$ cat config.mk
export PLATFORM = sky130hd
export DESIGN_NAME = vram_arbiter
export DESIGN_NICKNAME = d
export VERILOG_FILES = /design/src/rtl/vram_arbiter.sv
export SDC_FILE = /design/constraint.sdc
export NUM_CORES = 1
export LEC_CHECK = 0
export ABC_CLOCK_PERIOD_IN_PS = 3400
export CELL_PAD_IN_SITES_DETAIL_PLACEMENT = 1
export CELL_PAD_IN_SITES_GLOBAL_PLACEMENT = 1
export CORE_MARGIN = 4
export CORE_UTILIZATION = 31
export CTS_CLUSTER_SIZE = 16
export DETAILED_ROUTE_END_ITERATION = 16
export GPL_TIMING_DRIVEN = 0
export PLACE_DENSITY_LB_ADDON = 0.3
export SLEW_MARGIN = 25
export SYNTH_ARGS = -nofsm -noshare
export SYNTH_HDL_FRONTEND = slang
export SYNTH_SLANG_ARGS = --single-unit
export TNS_END_PERCENT = 50
$ cat constraint.sdc
create_clock -name clk28 -period 3.4 [get_ports clk28]
set_clock_uncertainty 0.15 [all_clocks]
set_input_delay 0.68 -clock clk28 [delete_from_list [all_inputs] [get_ports clk28]]
set_output_delay 0.68 -clock clk28 [all_outputs]
set_load 0.03 [all_outputs]
$ cat src/rtl/vram_arbiter.sv
// vram_arbiter: owns the shared video SRAM port and arbitrates
// screen fetch, CPU and aux requesters onto it.
// Ports: clk28/rst; fetch_*, cpu_*, aux_* requester handshakes
// (level req, one-cycle ack); sram_* drive the external SRAM.
module vram_arbiter #(
  parameter int ADDR_W       = 19,
  parameter int AUX_MAX_WAIT = 15
) (
  input  logic              clk28,
  input  logic              rst,
  input  logic              fetch_req,
  input  logic [ADDR_W-1:0] fetch_addr,
  output logic              fetch_ack,
  output logic [7:0]        fetch_data,
  input  logic              cpu_req,
  input  logic              cpu_wr,
  input  logic [ADDR_W-1:0] cpu_addr,
  input  logic [7:0]        cpu_wdata,
  output logic [7:0]        cpu_rdata,
  output logic              cpu_ack,
  output logic              cpu_wait,
  input  logic              aux_req,
  input  logic [ADDR_W-1:0] aux_addr,
  input  logic [7:0]        aux_wdata,
  output logic              aux_ack,
  output logic [ADDR_W-1:0] sram_a,
  output logic [7:0]        sram_dout,
  input  logic [7:0]        sram_din,
  output logic              sram_dout_en,
  output logic              n_sram_rd,
  output logic              n_sram_wr
);

  localparam int CNT_W = 8;

  typedef enum logic [2:0] {
    IDLE, RD1, RD2, WR1, WR2
  } state_t;

  typedef enum logic [1:0] {
    O_NONE, O_FETCH, O_CPU, O_AUX
  } own_t;

  state_t             state;
  own_t               owner;
  own_t               cur;
  own_t               gnt;
  logic [CNT_W-1:0]   aux_cnt;
  logic               decide;
  logic               fetch_el;
  logic               cpu_el;
  logic               aux_el;
  logic               promo;
  logic [ADDR_W-1:0]  gnt_addr;
  logic [7:0]         gnt_wdata;
  logic               gnt_wr;

  // A requester is eligible when its req is up, it is not
  // in its ack cycle (req still held from the old access)
  // and it does not own the access currently in flight.
  always_comb begin
    decide   = (state == IDLE) ||
               (state == RD2) ||
               (state == WR2);
    cur      = (state == IDLE) ? O_NONE : owner;
    fetch_el = fetch_req && !fetch_ack &&
               (cur != O_FETCH);
    cpu_el   = cpu_req && !cpu_ack &&
               (cur != O_CPU);
    aux_el   = aux_req && !aux_ack &&
               (cur != O_AUX);
    promo    = aux_cnt >= CNT_W'(AUX_MAX_WAIT);
    gnt      = O_NONE;
    if (decide) begin
      if (fetch_el)
        gnt = O_FETCH;
      else if (aux_el && promo)
        gnt = O_AUX;
      else if (cpu_el)
        gnt = O_CPU;
      else if (aux_el)
        gnt = O_AUX;
    end
    gnt_addr  = fetch_addr;
    gnt_wdata = cpu_wdata;
    gnt_wr    = 1'b0;
    unique case (gnt)
      O_CPU: begin
        gnt_addr = cpu_addr;
        gnt_wr   = cpu_wr;
      end
      O_AUX: begin
        gnt_addr  = aux_addr;
        gnt_wdata = aux_wdata;
        gnt_wr    = 1'b1;
      end
      default: ;
    endcase
    cpu_wait = !rst && cpu_el && (gnt != O_CPU);
  end

  always_ff @(posedge clk28 or posedge rst) begin
    if (rst) begin
      state        <= IDLE;
      owner        <= O_NONE;
      aux_cnt      <= '0;
      sram_a       <= '0;
      sram_dout    <= '0;
      sram_dout_en <= 1'b0;
      n_sram_rd    <= 1'b1;
      n_sram_wr    <= 1'b1;
      fetch_ack    <= 1'b0;
      cpu_ack      <= 1'b0;
      aux_ack      <= 1'b0;
      fetch_data   <= '0;
      cpu_rdata    <= '0;
    end else begin
      fetch_ack <= 1'b0;
      cpu_ack   <= 1'b0;
      aux_ack   <= 1'b0;

      if (gnt == O_AUX || !aux_el)
        aux_cnt <= '0;
      else if (!promo)
        aux_cnt <= aux_cnt + 1'b1;

      unique case (state)
        IDLE, RD2, WR2: begin
          if (state == RD2) begin
            if (owner == O_FETCH) begin
              fetch_data <= sram_din;
              fetch_ack  <= 1'b1;
            end else begin
              cpu_rdata <= sram_din;
              cpu_ack   <= 1'b1;
            end
          end
          if (state == WR2) begin
            if (owner == O_AUX)
              aux_ack <= 1'b1;
            else
              cpu_ack <= 1'b1;
          end
          // Close the current access; a same-edge grant
          // below reopens the port back-to-back.
          n_sram_rd    <= 1'b1;
          n_sram_wr    <= 1'b1;
          sram_dout_en <= 1'b0;
          owner        <= gnt;
          state        <= IDLE;
          if (gnt != O_NONE) begin
            sram_a <= gnt_addr;
            if (gnt_wr) begin
              state        <= WR1;
              sram_dout    <= gnt_wdata;
              sram_dout_en <= 1'b1;
            end else begin
              state     <= RD1;
              n_sram_rd <= 1'b0;
            end
          end
        end
        RD1: state <= RD2;
        WR1: begin
          // Address and data were set up a cycle ago.
          state     <= WR2;
          n_sram_wr <= 1'b0;
        end
        default: state <= IDLE;
      endcase
    end
  end

endmodule

# Word-level counts from Yosys, hierarchy flattened
# Cells that the tools add are included.
# W data, S select, Z words.
dict set report op_classes {
  addsub 1
  n_lt_le_gt_ge 1
  n_eq_ne 13
  mux 29
  bitwise_logic 1
  reduce_logical 25
}
# operator count
set ops {}
lappend ops {{$pmux W19 S2} 1}
lappend ops {{$mux W8} 3}
lappend ops {{$mux W2} 8}
lappend ops {{$mux W1} 14}
lappend ops {{$logic_and A1 B1 Y1} 9}
lappend ops {{$pmux W3 S3} 1}
lappend ops {{$reduce_and A3 Y1} 3}
lappend ops {{$add A8 B1 Y8 const B} 1}
lappend ops {{$ge A8 B4 Y1 const B} 1}
lappend ops {{$eq A2 B2 Y1 const B} 3}
lappend ops {{$eq A3 B2 Y1 const B} 2}
lappend ops {{$ne A2 B2 Y1 const B} 3}
lappend ops {{$logic_not A1 Y1} 5}
lappend ops {{$ne A2 B1 Y1 const B} 2}
lappend ops {{$pmux W1 S2} 2}
lappend ops {{$reduce_bool A2 Y1} 2}
lappend ops {{$eq A3 B1 Y1 const B} 1}
lappend ops {{$eq A3 B3 Y1 const B} 1}
lappend ops {{$logic_not A3 Y1} 1}
lappend ops {{$logic_or A1 B1 Y1} 3}
lappend ops {{$reduce_or A3 Y1} 1}
lappend ops {{$eq A2 B1 Y1 const B} 1}
lappend ops {{$reduce_and A2 Y1} 1}
lappend ops {{$not A1 Y1} 1}
dict set report word_totals {
  ff_bits 62
  input_bits 87
  out_inout_bits 50
  elab_cells 83
}

# Depth between registers and ports, before layout
# Gate-level depths: netlist (run 1).
dict set report logic_depth {
  ltp_word 14
  depth_mapped 8
  depth_no_buf 6
}

# Worst setup path before layout (run 1)
# OpenSTA, ideal clock, no wires.
dict set report synth_timing {
  path_kind {input to output}
  start {in rst}
  end {out cpu_wait}
  arrival_ns 2.622
  required_time_ns 2.570
  slack_ns -0.052
  cell_stages 3
  n_path_buf 0
  path_cell_list {inv_1 -> nand2_1 -> a21oi_1}
}
dict set report synth_between {
  elab_chain_cells 3
}
# element line
set synth_rtl {}
lappend synth_rtl {{start, declared} 10} ;# input logic rst,
lappend synth_rtl {{$logic_not A1 Y1 (no line)} --}
lappend synth_rtl {{$logic_and A1 B1 Y1 (2 in a row)} 99} ;# cpu_wait = !rst && cpu_el && (gnt != O_CPU);
lappend synth_rtl {{end, declared} 21} ;# output logic cpu_wait,
# Every way passes these cells.

# Worst setup path after layout (run 1)
dict set report layout_timing {
  start {in cpu_req}
  end {out cpu_wait}
}
dict set report layout_between {
  elab_chain_cells 8
  elab_cells_between_ends 9
  cone_classes {eq/ne (1); mux (4); reduce/logical (4)}
}
# element line
set layout_rtl {}
lappend layout_rtl {{start, declared} 15} ;# input logic cpu_req,
lappend layout_rtl {{$logic_and A1 B1 Y1 * (2 in a row)} 68} ;# cpu_el = cpu_req && !cpu_ack &&
lappend layout_rtl {{$mux W2} 79} ;# else if (cpu_el)
lappend layout_rtl {{$mux W2} 77} ;# else if (aux_el && promo)
lappend layout_rtl {{$mux W2} 75} ;# if (fetch_el)
lappend layout_rtl {{$mux W2} 74} ;# if (decide) begin
lappend layout_rtl {{$ne A2 B2 Y1} 99}
lappend layout_rtl {{$logic_and A1 B1 Y1 *} 99}
# Every way passes the cells marked *; elsewhere a longest branch is shown, timed or not.

==> flow_summary.ini, run 1 <==
[status]
status = completed

[cts]
cts.sinks = 62
path_clk_slew_ps = 70
root_buffer = clkbuf_8
post-cts-setup-buffers = 0
clk_latency_ps = 340
cts_inserted_buffers = 9
cts_tree = yes
ctsHoldBuffers = 0
max-clock-path-buffers = 2
htreeDepth = 3

[synth]
async_flop_share_pct = 100
ys.flop_type = dfrtp_1
netlist_area_mm2 = 0.00301
syn_inst = 264
ys_seq_area_share_pct = 51.6
synth.net_count = 352
yosysUniqueCellTypes = 49
synth_edf_count = 0
syn-mean-instance-area_um2 = 11.4
yosys_warnings = 0
synth_seq_cells = 62

[detailed_routing]
antenna_left = 0
drt-wirelength-per-cell_um = 17.5
postRouteWirelength_um = 9550
first_pass_iters = 4
num_vias = 2681
viasPerCell = 4.91
drt_iter0_markers = 97
drc = 0

[run]
maxCapViolCount = 0

[floorplanning]
io_pins = 137
start_util_pct = 32.2
die_w_um = 107
coreArea_mm2 = 0.00937
die_h_um = 107
row_count = 35
die-area_mm2 = 0.0114

[sta]
holdWs_ps = 336
min_period_over_period_pct = 96.4
slew-limit-headroom_pct = 49.7
worst_pin_slew_ps = 750
period_needed_ps = 3280
fmax_ghz = 0.305
rsz0062_at_grt = false
setup_violations = 0
hold_violations = 0
slew_viol_final = 0

[setup_path]
cp_data_required_time_ps = 2570
reg2reg_from = state[0]$_DFF_PP0_
worst-r2r-setup-slack_ps = 670
criticalPathCategory = in -> out
cp-end-kind = primary output
critPathMaxFanout = 9
cp.arrival_ps = 2450
critPathLaunchType = input port
reg2regPathDepth = 8
rr_endpoint = sram_a[4]$_DFFE_PP0P_

[layout]
n_fill_cell = 1052
final_cells = 546
final_common_cell = clkdlybuf4s50_1
drive_gt1_share_pct = 13.9
diodes = 0
regArea_mm2 = 0.00155
most-common-layout-cells = clkdlybuf4s50_1, dfrtp_1, nor2_1
syn_to_final_growth_pct = 58.7
nNetsFinal = 500
multi_input_area_mm2 = 0.00137

[place]
place_congestion = 0.755
numPortBuffers = 136
dp_cells = 531
dp_hpwl_um = 7400

[pwr]
leakage_nw = 2.04
p_per_area_mw_per_mm2 = 914
power_w = 0.00437
peakVddDrop_uv = 482

[global_routing]
antenna_found_initial = 0
grt_pass1_vias = 3017
grt_max_degree = 28
grt_usage_pct = 17.5
grt_pass1_wl_um = 15700
overflow = 0

[hold_path]
min_path_type = reg -> reg
whs_endpoint = n_sram_rd$_DFFE_PP1P_
hp-start = n_sram_rd$_DFFE_PP1P_
hold-path-cell-count = 2
-- repair_timing --
| action | in CTS | in global routing |
|---|---|---|
| gates resized for setup | 5 | 2 |
| hold endpoints to repair | 0 | 0 |
| endpoints found under the setup margin | 1 | 1 |
| pin swaps | 0 | 0 |
-- layout make-up --
class,count,area share (%)
Buffer,12,1.78
Clock buffer,9,2.59
Clock inverter,7,1.57
Inverter,4,0.392
Multi-Input combinational cell,185,28.6
Sequential cell,62,32.5
Tap cell,129,3.37
Timing Repair Buffer,138,29.2
-- kinds of logic (layout without fill, tap and decap cells) --
| kind of cell | after synthesis | count (layout) | synth area share, % |
|---|---|---|---|
| multiplexers | 39 | 39 | 13.6 |
| AO/OA/AOI/OAI | 65 | 65 | 16.3 |
| buffers and inverters | 17 | 170 | 3.45 |
| flip-flops | 62 | 62 | 51.6 |
| AND/OR/NAND/NOR | 76 | 76 | 13.5 |
| XOR/XNOR | 4 | 4 | 1.16 |
| adder cells (fa/ha/maj) | 1 | 1 | 0.415 |
-- sequential cells by signal, summed over array words and instances, names as in the netlist --
| register | flops |
|---|---|
| n_sram_wr | 1 |
| sram_a | 19 |
| fetch_ack | 1 |
| owner | 2 |
| n_sram_rd | 1 |
| fetch_data | 8 |
| aux_cnt | 8 |
| sram_dout | 8 |
| sram_dout_en | 1 |
| state | 3 |
| cpu_rdata | 8 |
| cpu_ack | 1 |
| aux_ack | 1 |
-- worst max-delay path by stage --
stage,from,end
finish,cpu_req,cpu_wait
global route,cpu_req,cpu_wait
CTS,cpu_req,cpu_wait
detailed placement,aux_req,cpu_wait
global placement,rst,cpu_wait
floorplan,state[0]$_DFF_PP0_,cpu_wait
-- report_power, final --
part           total (W)  leakage (nW)  switching [W]  internal [W]
sequential       0.00125         0.724       0.000187       0.00107
clock           0.000647        0.0914       0.000308      0.000339
combinational    0.00247          1.22        0.00138       0.00109
-- synthesized netlist by cell type (2+ instances only) --
cell	number	share of area, %
dfrtp_1	60	50
nor2_1	27	3.4
mux2i_1	23	7.6
a21oi_1	17	2.8
mux2_2	16	6.0
a211oi_1	13	3.2
nand2b_1	13	2.7
nand2_1	12	1.5
clkbuf_1	9	1.1
a2bb2oi_1	8	2.3
and2_1	5	1.0
o221a_2	5	1.9
o22a_1	5	1.5
inv_1	4	0.50
a21o_1	3	0.75
a211oi_2	2	0.83
and2_2	2	0.50
clkbuf_8	2	0.91
dfstp_2	2	1.7
nand4_1	2	0.42
nor2b_1	2	0.42
nor3_1	2	0.33
o31ai_1	2	0.50
xnor2_1	2	0.58
xor2_1	2	0.58
-- critical path, cell delays in order --
cell             delay (ps)
clkdlybuf4s50_1         440
or2b_2                  340
or4b_4                  570
nand2_8                 150
a21oi_1                  80
buf_2                   190
-- metrics by stage --
stage               util, %  setup slack [ps]  TNS [ps]  cell area [um^2]
global route           51.1              53.2         0              4780
finish                 51.1               122         0              4780
global placement       48.5              -780      -780              4540
floorplan                 -               564         0              3020
detailed placement     48.9              -443      -443              4580
CTS                    51.1              5.13         0              4790
-- layer usage --
metal | global-route usage, % | vias up | share of wire, % | wire length, um
met3 | 6.20 | 11 | 7.7 | 734
met4 | 7.12 | 0 | 1.9 | 178
li1 | - | 1260 | - | -
met2 | 28.9 | 84 | 50 | 4770
met1 | 20.6 | 1326 | 40 | 3870
met5 | 0 | - | 0 | 0
(Power assumes the default switching activity.)
==> inputs of run 2 (changes only) <==
MAX_ROUTING_LAYER = met4   (was not set)
SETUP_SLACK_MARGIN = 0.02   (was not set)
==> run 2 against run 1 <==
  * Register-to-register slack barely moved
  * Non-clock buffer count unchanged
  * Cell count stayed put
  * Die area unchanged
  * Combinational power barely moved
  * Cell area is the same
  * Via count is essentially flat
  * Sequential share of layout area did not move
  * Clock power about the same
  * Global-route usage rose by 0.54 points
  * Flip-flop and latch count unchanged
  * Critical endpoint unchanged
  * Largest power group unchanged
==> flow_summary.ini, run 2 (synthesis gave the netlist of run 1 again) <==
[cts]
clk_latency_ps = 340
path_clk_slew_ps = 70
cts_inserted_buffers = 9
cts.sinks = 62
cts_tree = yes
root_buffer = clkbuf_8
max-clock-path-buffers = 2
htreeDepth = 3

[sta]
worst_pin_slew_ps = 758
fmax_ghz = 0.305
hold_violations = 0
min_period_over_period_pct = 96.4
period_needed_ps = 3280
rsz0062_at_grt = false
slew_viol_final = 0
worst_slack_ps = 123
setup_violations = 0
slew-limit-headroom_pct = 49.2

[global_routing]
antenna_found_initial = 0
grt_pass1_wl_um = 15700
grt_usage_pct = 18.0
grt_max_degree = 28
grt_pass1_vias = 3020
overflow = 0

[run]
maxCapViolCount = 0

[setup_path]
cp-end-kind = primary output
worstPathCellList = clkdlybuf4s50_1 > or2b_2 > or4b_4 > nand2_8 > a21oi_1 > buf_2
reg2reg_from = state[0]$_DFF_PP0_
criticalPathCategory = in -> out
critPathLaunch = cpu_req
cp_slowest_stage_delay_ps = 570
cp_slowest_cell = or4b_4
critPathLaunchType = input port
cp.arrival_ps = 2450
cp_data_required_time_ps = 2570
critPathMaxFanout = 9

[hold_path]
min_path_type = reg -> reg
hp-start = n_sram_rd$_DFFE_PP1P_

[layout]
final_common_cell = clkdlybuf4s50_1
drive_gt1_share_pct = 13.9
nNetsFinal = 500
largest_reg_flops = 19
most-common-layout-cells = clkdlybuf4s50_1, dfrtp_1, nor2_1
largest-register = sram_a
syn_to_final_growth_pct = 58.7
diodes = 0
n_fill_cell = 1052

[pwr]
leakage_nw = 2.04
peakVddDrop_uv = 487
power_w = 0.00438
p_per_area_mw_per_mm2 = 915

[detailed_routing]
num_vias = 2682
postRouteWirelength_um = 9530
antenna_left = 0
first_pass_iters = 4
viasPerCell = 4.91
drc = 0
drt-wirelength-per-cell_um = 17.5
drt_iter0_markers = 106

[place]
numPortBuffers = 136
dp_hpwl_um = 7400
dp_slack_ps = -443
place_congestion = 0.765

[floorplanning]
die_h_um = 107
start_util_pct = 32.2
die_w_um = 107
row_count = 35
die-area_mm2 = 0.0114
coreArea_mm2 = 0.00937
io_pins = 137

[status]
status = completed
[run 2: cell type report]
| cell class | count | area (um^2) | share of cell area, % |
|---|---|---|---|
| well taps | 129 | 161 | 3.37 |
| clock buffers | 9 | 124 | 2.59 |
| plain buffers | 12 | 85.1 | 1.78 |
| multi-input cells | 185 | 1370 | 28.6 |
| flip-flops and latches | 62 | 1550 | 32.5 |
| repair buffers | 138 | 1400 | 29.2 |
| inverters | 4 | 18.8 | 0.392 |
| clock inverters | 7 | 75.1 | 1.57 |
[run 2: repair_timing]
| item | 4_1_cts | 5_1_grt |
|---|---|---|
| setup buffers | 0 | 0 |
| setup endpoints to repair | 1 | 0 |
| hold buffers | 0 | 0 |
| gates resized for setup | 7 | 0 |
[run 2: final timing paths]
path                                                  to  cells after the start  slack, ps
max in group asynchronous          n_sram_wr$_DFFE_PP1P_                      4       1920
worst min-delay path               n_sram_rd$_DFFE_PP1P_                      2        340
worst max-delay path                            cpu_wait                      6        120
worst max register to register     sram_a[4]$_DFFE_PP0P_                      8        660
min in group asynchronous       cpu_rdata[6]$_DFFE_PP0P_                      2        480
worst min register to register     n_sram_rd$_DFFE_PP1P_                      2        340
[run 2: worst max-delay path: cells and delay by family]
kind | cells | cell delay, ps
buffers and inverters | 2 | 630
AOI/OAI and AO/OA | 1 | 80
and+or+nand+nor | 3 | 1060
[run 2: where the power goes]
part           switching (W)  leakage (nW)  internal (W)  total (W)
logic                0.00139          1.22       0.00109    0.00248
registers           0.000185         0.724       0.00107    0.00125
clock network       0.000309        0.0914      0.000339   0.000648
[run 2: routing by layer]
layer / global-route usage (%) / vias up / wire length, um
met5: - / - / 0
met4: 7.12 / 0 / 185
met3: 4.76 / 11 / 566
met1: 21.8 / 1329 / 4040
li1: - / 1258 / -
met2: 28.7 / 84 / 4750
[run 2: per-stage QoR]
step           TNS (ps)  hold slack [ps]  utilization (%)  instances  instance area (um^2)
2_1_floorplan         0              305                -        264                  3020
3_3_place_gp       -780              311             48.5        529                  4540
3_5_place_dp       -443              326             48.9        531                  4580
4_1_cts               0              337             51.1        546                  4780
5_1_grt               0              360             51.1        546                  4780
6_report              0              335             51.1        546                  4780
